--- src/rtl/seq_divider_pkg.sv ---
// seq_divider_pkg: state encoding and sizing shared by the signed sequential divider
package seq_divider_pkg;
  localparam int DEF_WIDTH = 32;
  localparam int CNT_W = $clog2(DEF_WIDTH);
  typedef enum logic [2:0] {IDLE, CALC, FIX, DONE, ZERO} state_t;
endpackage

--- src/rtl/seq_divider_if.sv ---
// seq_divider_if: div start/stop handshake between the control unit and the divider
interface seq_divider_if import seq_divider_pkg::*; #(parameter int WIDTH = DEF_WIDTH);
  logic [WIDTH-1:0] a;
  logic [WIDTH-1:0] b;
  logic div_init;
  logic div_stop;
  logic div_zero;
  logic busy;
  logic [WIDTH-1:0] hi;
  logic [WIDTH-1:0] lo;
  modport master (output a, b, div_init, input div_stop, div_zero, busy, hi, lo);
  modport slave (input a, b, div_init, output div_stop, div_zero, busy, hi, lo);
endinterface

--- src/rtl/seq_divider_div_step.sv ---
// seq_divider_div_step: one restoring-division step on unsigned magnitudes
module seq_divider_div_step #(parameter int WIDTH = 32) (
  input  logic [WIDTH:0]   i_rem,
  input  logic [WIDTH-1:0] i_quo,
  input  logic [WIDTH-1:0] i_bmag,
  output logic [WIDTH:0]   o_rem,
  output logic [WIDTH-1:0] o_quo
);
  logic [WIDTH:0] w_sh;
  logic w_ge;
  assign w_sh = {i_rem[WIDTH-1:0], i_quo[WIDTH-1]};
  assign w_ge = w_sh >= {1'b0, i_bmag};
  assign o_rem = w_ge ? w_sh - {1'b0, i_bmag} : w_sh;
  assign o_quo = {i_quo[WIDTH-2:0], w_ge};
endmodule

--- src/rtl/seq_divider.sv ---
// seq_divider: multicycle signed divider, quotient on lo and remainder on hi
module seq_divider import seq_divider_pkg::*; #(parameter int WIDTH = DEF_WIDTH) (
  input logic clk,
  input logic reset,
  seq_divider_if.slave bus
);
  state_t r_state, w_next;
  logic [CNT_W-1:0] r_cnt;
  logic [WIDTH:0] r_rem, w_rem_n;
  logic [WIDTH-1:0] r_quo, w_quo_n, r_bmag, r_hi, r_lo, w_amag, w_bmag;
  logic r_sign_q, r_sign_r, w_start;
  assign w_amag = bus.a[WIDTH-1] ? -bus.a : bus.a;
  assign w_bmag = bus.b[WIDTH-1] ? -bus.b : bus.b;
  assign w_start = r_state == IDLE && bus.div_init && bus.b != '0;
  seq_divider_div_step #(.WIDTH(WIDTH)) u_step (
    .i_rem(r_rem), .i_quo(r_quo), .i_bmag(r_bmag), .o_rem(w_rem_n), .o_quo(w_quo_n)
  );
  always_ff @(posedge clk)
    if (reset) r_state <= IDLE;
    else r_state <= w_next;
  always_comb begin
    w_next = r_state;
    case (r_state)
      IDLE: w_next = !bus.div_init ? IDLE : (bus.b == '0 ? ZERO : CALC);
      CALC: w_next = r_cnt == CNT_W'(WIDTH-1) ? FIX : CALC;
      FIX: w_next = DONE;
      default: w_next = IDLE;
    endcase
  end
  always_ff @(posedge clk) begin
    if (reset) begin
      r_cnt <= '0;
      r_rem <= '0;
      r_quo <= '0;
      r_bmag <= '0;
      r_sign_q <= 1'b0;
      r_sign_r <= 1'b0;
      r_hi <= '0;
      r_lo <= '0;
    end else begin
      if (w_start) begin
        r_cnt <= '0;
        r_rem <= '0;
        r_quo <= w_amag;
        r_bmag <= w_bmag;
        r_sign_q <= bus.a[WIDTH-1] ^ bus.b[WIDTH-1];
        r_sign_r <= bus.a[WIDTH-1];
      end
      if (r_state == CALC) begin
        r_cnt <= r_cnt + 1'b1;
        r_rem <= w_rem_n;
        r_quo <= w_quo_n;
      end
      // remainder magnitude is below |b|, so its low WIDTH bits are exact
      if (r_state == FIX) begin
        r_lo <= r_sign_q ? -r_quo : r_quo;
        r_hi <= r_sign_r ? -r_rem[WIDTH-1:0] : r_rem[WIDTH-1:0];
      end
    end
  end
  assign bus.div_stop = r_state == DONE || r_state == ZERO;
  assign bus.div_zero = r_state == ZERO;
  assign bus.busy = r_state != IDLE;
  assign bus.hi = r_hi;
  assign bus.lo = r_lo;
endmodule

--- src/flat_wrapper.sv ---
// flat-port wrapper written by rule: the top's interface ports become plain ports
module seq_divider_flat import seq_divider_pkg::*;
#(parameter int WIDTH = DEF_WIDTH)
  (clk, reset, bus_a, bus_b, bus_div_init, bus_div_stop, bus_div_zero, bus_busy, bus_hi, bus_lo);
  seq_divider_if #(.WIDTH(WIDTH)) bus_i ();
  input logic clk;
  input logic reset;
  input wire logic [$bits(bus_i.a)-1:0] bus_a;
  input wire logic [$bits(bus_i.b)-1:0] bus_b;
  input wire logic [$bits(bus_i.div_init)-1:0] bus_div_init;
  output wire logic [$bits(bus_i.div_stop)-1:0] bus_div_stop;
  output wire logic [$bits(bus_i.div_zero)-1:0] bus_div_zero;
  output wire logic [$bits(bus_i.busy)-1:0] bus_busy;
  output wire logic [$bits(bus_i.hi)-1:0] bus_hi;
  output wire logic [$bits(bus_i.lo)-1:0] bus_lo;
  assign bus_i.a = bus_a;
  assign bus_i.b = bus_b;
  assign bus_i.div_init = bus_div_init;
  assign bus_div_stop = bus_i.div_stop;
  assign bus_div_zero = bus_i.div_zero;
  assign bus_busy = bus_i.busy;
  assign bus_hi = bus_i.hi;
  assign bus_lo = bus_i.lo;
  seq_divider #(.WIDTH(WIDTH)) u_core (.clk(clk), .reset(reset), .bus(bus_i));
endmodule
--- config.mk ---
export PLATFORM = sky130hd
export DESIGN_NAME = seq_divider_flat
export DESIGN_NICKNAME = d
export VERILOG_FILES = /design/src/rtl/seq_divider_pkg.sv /design/src/rtl/seq_divider_if.sv /design/src/rtl/seq_divider_div_step.sv /design/src/rtl/seq_divider.sv /design/src/flat_wrapper.sv
export SDC_FILE = /design/constraint.sdc
export NUM_CORES = 1
export LEC_CHECK = 0
export BUFFER_PORTS_ARGS = -buffer_cell sky130_fd_sc_hd__buf_2
export CAP_MARGIN = 15
export CORE_MARGIN = 5
export CORE_UTILIZATION = 50
export CTS_CLUSTER_DIAMETER = 100
export DETAILED_ROUTE_END_ITERATION = 10
export PLACE_DENSITY = 0.73
export SLEW_MARGIN = 20
export SYNTH_ARGS = -nofsm -noshare
export SYNTH_HDL_FRONTEND = slang
export SYNTH_HIERARCHICAL = 1
export SYNTH_SLANG_ARGS = --single-unit
--- constraint.sdc ---
create_clock -name clk -period 2.7 [get_ports clk]
set_input_delay 0.27 -clock clk [delete_from_list [all_inputs] [get_ports clk]]
set_output_delay 0.27 -clock clk [all_outputs]
set_load 0.1 [all_outputs]
==> results.json, run 1 <==
{
  "cts_buffer_depth": 2,
  "rsz0062_at_grt": "yes",
  "critPathCaptureType": "register",
  "grt_max_degree": 47,
  "first_global_vias": 10400,
  "avgSynthCellArea_um2": 7.74,
  "vias": 11500,
  "layout.nets": 1767,
  "relSlewSlack_pct": 55.9,
  "drv_cap": 0,
  "setup_violations": 19,
  "period_needed_ns": 2.83,
  "numCtsBuffers": 17,
  "cts-root-buf": "clkbuf_16",
  "clock_sinks": 170,
  "htreeDepth": 4,
  "yosysWarningCount": 6,
  "viasPerCell": 5.87,
  "floorplan.initialDensity_pct": 50.7,
  "drv_slew": 0,
  "grt_overflow": 0,
  "gp_congestion": 0.983,
  "area_delta_synth_final_pct": 24.5,
  "grt_antenna_before_repair": 0,
  "die_x_um": 162,
  "cts_tree": "done",
  "clock_latency_ns": 0.44,
  "power_density_mw_per_mm2": 928,
  "die_area_mm2": 0.0261,
  "drt_iter0_markers": 964,
  "netlist_area_mm2": 0.0115,
  "critical_path.startpoint_type": "register",
  "portBuffers": 133,
  "status": "complete, but fails checks",
  "drc_errors": 0,
  "row_count": 55,
  "cp_data_arrival_time_ns": 3.14,
  "critical_path_required_ns": 3.01,
  "finalHoldViolCount": 0,
  "final_area_mm2": 0.0143,
  "place_area_mm2": 0.0131,
  "final_antenna_net_count": 0,
  "fin_util_pct": 63.1,
  "pin_count": 134,
  "syn_nets": 1589,
  "diodes": 0,
  "pre_cts_ws_ns": -0.186,
  "cts.clk_slew.worst_paths_ns": 0.07,
  "path_max_fanout": 7,
  "grt_pass1_wl_mm": 54.3,
  "hold_path.class": "primary input to register",
  "irDropWorstVdd_mv": 0.502,
  "skew_ns": 0.0101,
  "crit_type": "register to register",
  "synthCells": 1483,
  "fp.dieH_um": 162,
  "post-dp-hpwl_mm": 25.3,
  "violations": "setup timing",
  "power_mw": 13.3,
  "nFillCells": 1971,
  "layout_common_cells": "198 x nor2_1, 160 x dfxtp_1, 151 x buf_4",
  "post_drt_wl_per_cell_um": 17.6,
  "finalWorstSetupSlack_ns": -0.130,
  "p_leak_nw": 5.99,
  "grt.total_usage_pct": 25.1,
  "coreArea_mm2": 0.0226,
  "layout_commonest_cell": "nor2_1",
  "routed_wl_mm": 34.5,
  "fin_crit_sh_pct": 105,
  "holdBufCountCts": 0,
  "max_freq_mhz": 353,
  "worst_pin_slew_ns": 0.659,
  "drive_above_1_share_pct": 26.2,
  "drt_first_pass_iters": 5
}
==> where the power goes <==
| part | internal (mW) | switching (mW) | leakage (nW) | total [mW] |
|---|---|---|---|---|
| sequential | 2.72 | 0.239 | 1.39 | 2.96 |
| combinational | 3.63 | 4.16 | 4.30 | 7.79 |
| clock | 1.41 | 1.10 | 0.298 | 2.51 |
==> flip-flops by register name, summed over array words and instances, names as in the netlist <==
register	flops
u_core/bus.hi	32
u_core/bus.lo	32
u_core/r_bmag	32
u_core/r_cnt	5
u_core/r_quo	32
u_core/r_rem	32
u_core/r_sign_q	1
u_core/r_sign_r	1
u_core/r_state	3
==> critical path, stage by stage, from the launching register on <==
cell       delay, ns
dfxtp_2         0.34
inv_2           0.05
ha_4            0.27
buf_6           0.11
o21ai_0         0.07
nor2_1          0.23
o31ai_4         0.16
a211oi_2        0.34
a211oi_4        0.09
o21ai_4         0.29
buf_12          0.17
buf_4           0.14
nor2_1          0.06
a2111oi_1       0.38
==> final timing paths <==
path / slack [ns] / endpoint / start / cells after the start
max: -0.13 / u_core/r_quo[0] / u_core/r_bmag[4] / 13
min: 0.16 / u_core/r_bmag[0] / bus_b[0] / 3
max reg2reg: -0.13 / u_core/r_quo[0] / u_core/r_bmag[4] / 13
min reg2reg: 0.46 / u_core/bus.lo[17] / u_core/bus.lo[17] / 2
==> metal layers <==
metal  share of wire (%)  vias up  track usage (%)
met5                   0        -                0
met4                 1.8        0             6.01
met3                 8.5       55             4.52
met2                  42      484             36.5
met1                  48     5345             38.3
li1                    -     5620                -
==> final cells by class <==
type / instances / area [um^2] / area share, %
Tap cell: 285 / 357 / 2.49
Inverter: 53 / 199 / 1.39
Timing Repair Buffer: 298 / 2080 / 14.5
Clock inverter: 14 / 156 / 1.09
Sequential cell: 170 / 3420 / 23.9
Clock buffer: 18 / 439 / 3.07
Multi-Input combinational cell: 1121 / 7650 / 53.5
==> through the flow <==
step                      setup TNS, ns  instances  hold slack (ns)
after floorplan                       0       1483            0.406
after global placement            -2.93       1914            0.439
after detailed placement          -5.77       1914            0.444
after CTS                        -0.151       1948            0.152
after global routing              -3.63       1959            0.158
final                            -0.926       1959            0.159
==> timing repair <==
item	in CTS	in global routing
gates resized for setup	20	68
setup buffers	2	10
cloned	0	2
pin swaps	11	34
setup endpoints to repair	28	35
(Power assumes the default switching activity.)
==> inputs of run 2 (changes only) <==
- PLACE_DENSITY: 0.73 -> 0.7
- RECOVER_POWER: default -> 50
- clock period: 2.7 -> 2.9 ns (I/O delays scaled with it)
==> run 2 against run 1 <==
Net effect: the flow now finishes without violations; via count is 4.1% lower; utilization is 4.0 points lower; maximum frequency rose by 0.71%; sequential cell count did not move.
==> results.json, run 2 (synthesis results as in run 1) <==
{
  "status": "complete, no violations",
  "grt_antenna_before_repair": 0,
  "grt_max_degree": 68,
  "cts_buffer_depth": 2,
  "floorplan.initialDensity_pct": 50.7,
  "p_leak_nw": 5.31,
  "power_mw": 11.4,
  "drt_iter0_markers": 968,
  "drive_above_1_share_pct": 17.2,
  "skew_ns": 0.00776,
  "layout_common_cells": "198 x nor2_1, 168 x dfxtp_1, 151 x nand2_1",
  "grt_pass1_wl_mm": 52.7,
  "post-dp-hpwl_mm": 24.5,
  "critical_path_required_ns": 3.19,
  "grt.total_usage_pct": 24.5,
  "crit_type": "register to register",
  "power_density_mw_per_mm2": 848,
  "clock_sinks": 170,
  "die_area_mm2": 0.0261,
  "drv_slew": 0,
  "gp_congestion": 0.934,
  "viasPerCell": 5.80,
  "nFillCells": 2080,
  "grt_overflow": 0,
  "dp.cells": 1867,
  "post_drt_wl_per_cell_um": 17.2,
  "critPathCaptureType": "register",
  "drv_cap": 0,
  "fin_util_pct": 59.1,
  "fp.dieH_um": 162,
  "drt_first_pass_iters": 5,
  "numCtsBuffers": 17,
  "layout_commonest_cell": "nor2_1",
  "cp_data_arrival_time_ns": 3.10,
  "area_delta_synth_final_pct": 16.6,
  "fin_crit_sh_pct": 96.9,
  "finalHoldViolCount": 0,
  "cts_tree": "done",
  "fin_hold_ws_ns": 0.192,
  "max_freq_mhz": 356,
  "pin_count": 134,
  "path_max_fanout": 3,
  "relSlewSlack_pct": 19.3,
  "final_antenna_net_count": 0,
  "worst_pin_slew_ns": 1.22,
  "critical_path.startpoint_type": "register",
  "portBuffers": 133,
  "routed_wl_mm": 32.7,
  "vias": 11000,
  "coreArea_mm2": 0.0226,
  "htreeDepth": 4,
  "diodes": 0,
  "clock_latency_ns": 0.43,
  "first_global_vias": 9984,
  "die_x_um": 162,
  "cts-root-buf": "clkbuf_16",
  "cts.clk_slew.worst_paths_ns": 0.06,
  "rsz0062_at_grt": "yes",
  "setup_violations": 0,
  "row_count": 55,
  "layout.nets": 1714,
  "stdcell_count": 1904,
  "period_needed_ns": 2.81,
  "irDropWorstVdd_mv": 0.452,
  "drc_errors": 0,
  "hold_path.class": "primary input to register"
}
[run 2: where the power goes]
group,total [mW],internal (mW),switching (mW)
combinational,6.32,2.84,3.49
sequential,2.78,2.53,0.246
clock,2.25,1.27,0.980
total,11.4,6.64,4.71
[run 2: cell type report]
class / count / area (um^2) / share of cell area (%)
multi-input cells: 1121 / 7380 / 55.2
flip-flops and latches: 170 / 3410 / 25.4
repair buffers: 245 / 1470 / 11.0
clock buffers: 19 / 433 / 3.23
well taps: 285 / 357 / 2.66
inverters: 53 / 199 / 1.49
clock inverters: 11 / 136 / 1.02
[run 2: final timing paths]
check	startpoint	end	slack, ns	cells past startpoint
min	bus_a[29]	u_core/r_quo[29]	0.19	3
max	u_core/r_quo[31]	u_core/r_rem[28]	0.09	14
max reg2reg	u_core/r_quo[31]	u_core/r_rem[28]	0.09	14
min reg2reg	u_core/r_bmag[31]	u_core/r_bmag[31]	0.46	2
[run 2: critical path, cell delays in order, from the launching register on]
cell       delay, ns
dfxtp_2         0.33
inv_2           0.04
ha_4            0.15
fa_2            0.39
and2b_2         0.27
o21bai_4        0.09
a211oi_2        0.27
o31ai_2         0.11
a21oi_2         0.18
a21oi_2         0.10
o31ai_2         0.22
xnor2_1         0.10
mux2_4          0.26
a2bb2oi_2       0.11
nor2_1          0.04
[run 2: through the flow]
step                setup slack (ns)   TNS, ns  instance area [um^2]
floorplan                     0.0299         0                 11500
global placement            -0.00105  -0.00105                 12700
detailed placement           -0.0668    -0.136                 12700
CTS                          0.00535         0                 13200
global route                 -0.0287   -0.0882                 13400
finish                        0.0897         0                 13400
[run 2: what timing repair did]
item	in CTS	in global routing
hold buffers	0	0
resized for setup	5	35
endpoints found under the setup margin	3	31
pin swaps	3	23
gates cloned	0	0
setup buffers	1	6
[run 2: routing by layer]
| metal | vias up | share of wire, % | track usage [%] |
|---|---|---|---|
| li1 | 5505 | - | - |
| met1 | 5104 | 51 | 39.0 |
| met2 | 397 | 40 | 34.3 |
| met3 | 30 | 8.1 | 3.73 |
| met4 | 0 | 1.2 | 5.27 |
| met5 | - | 0 | 0 |
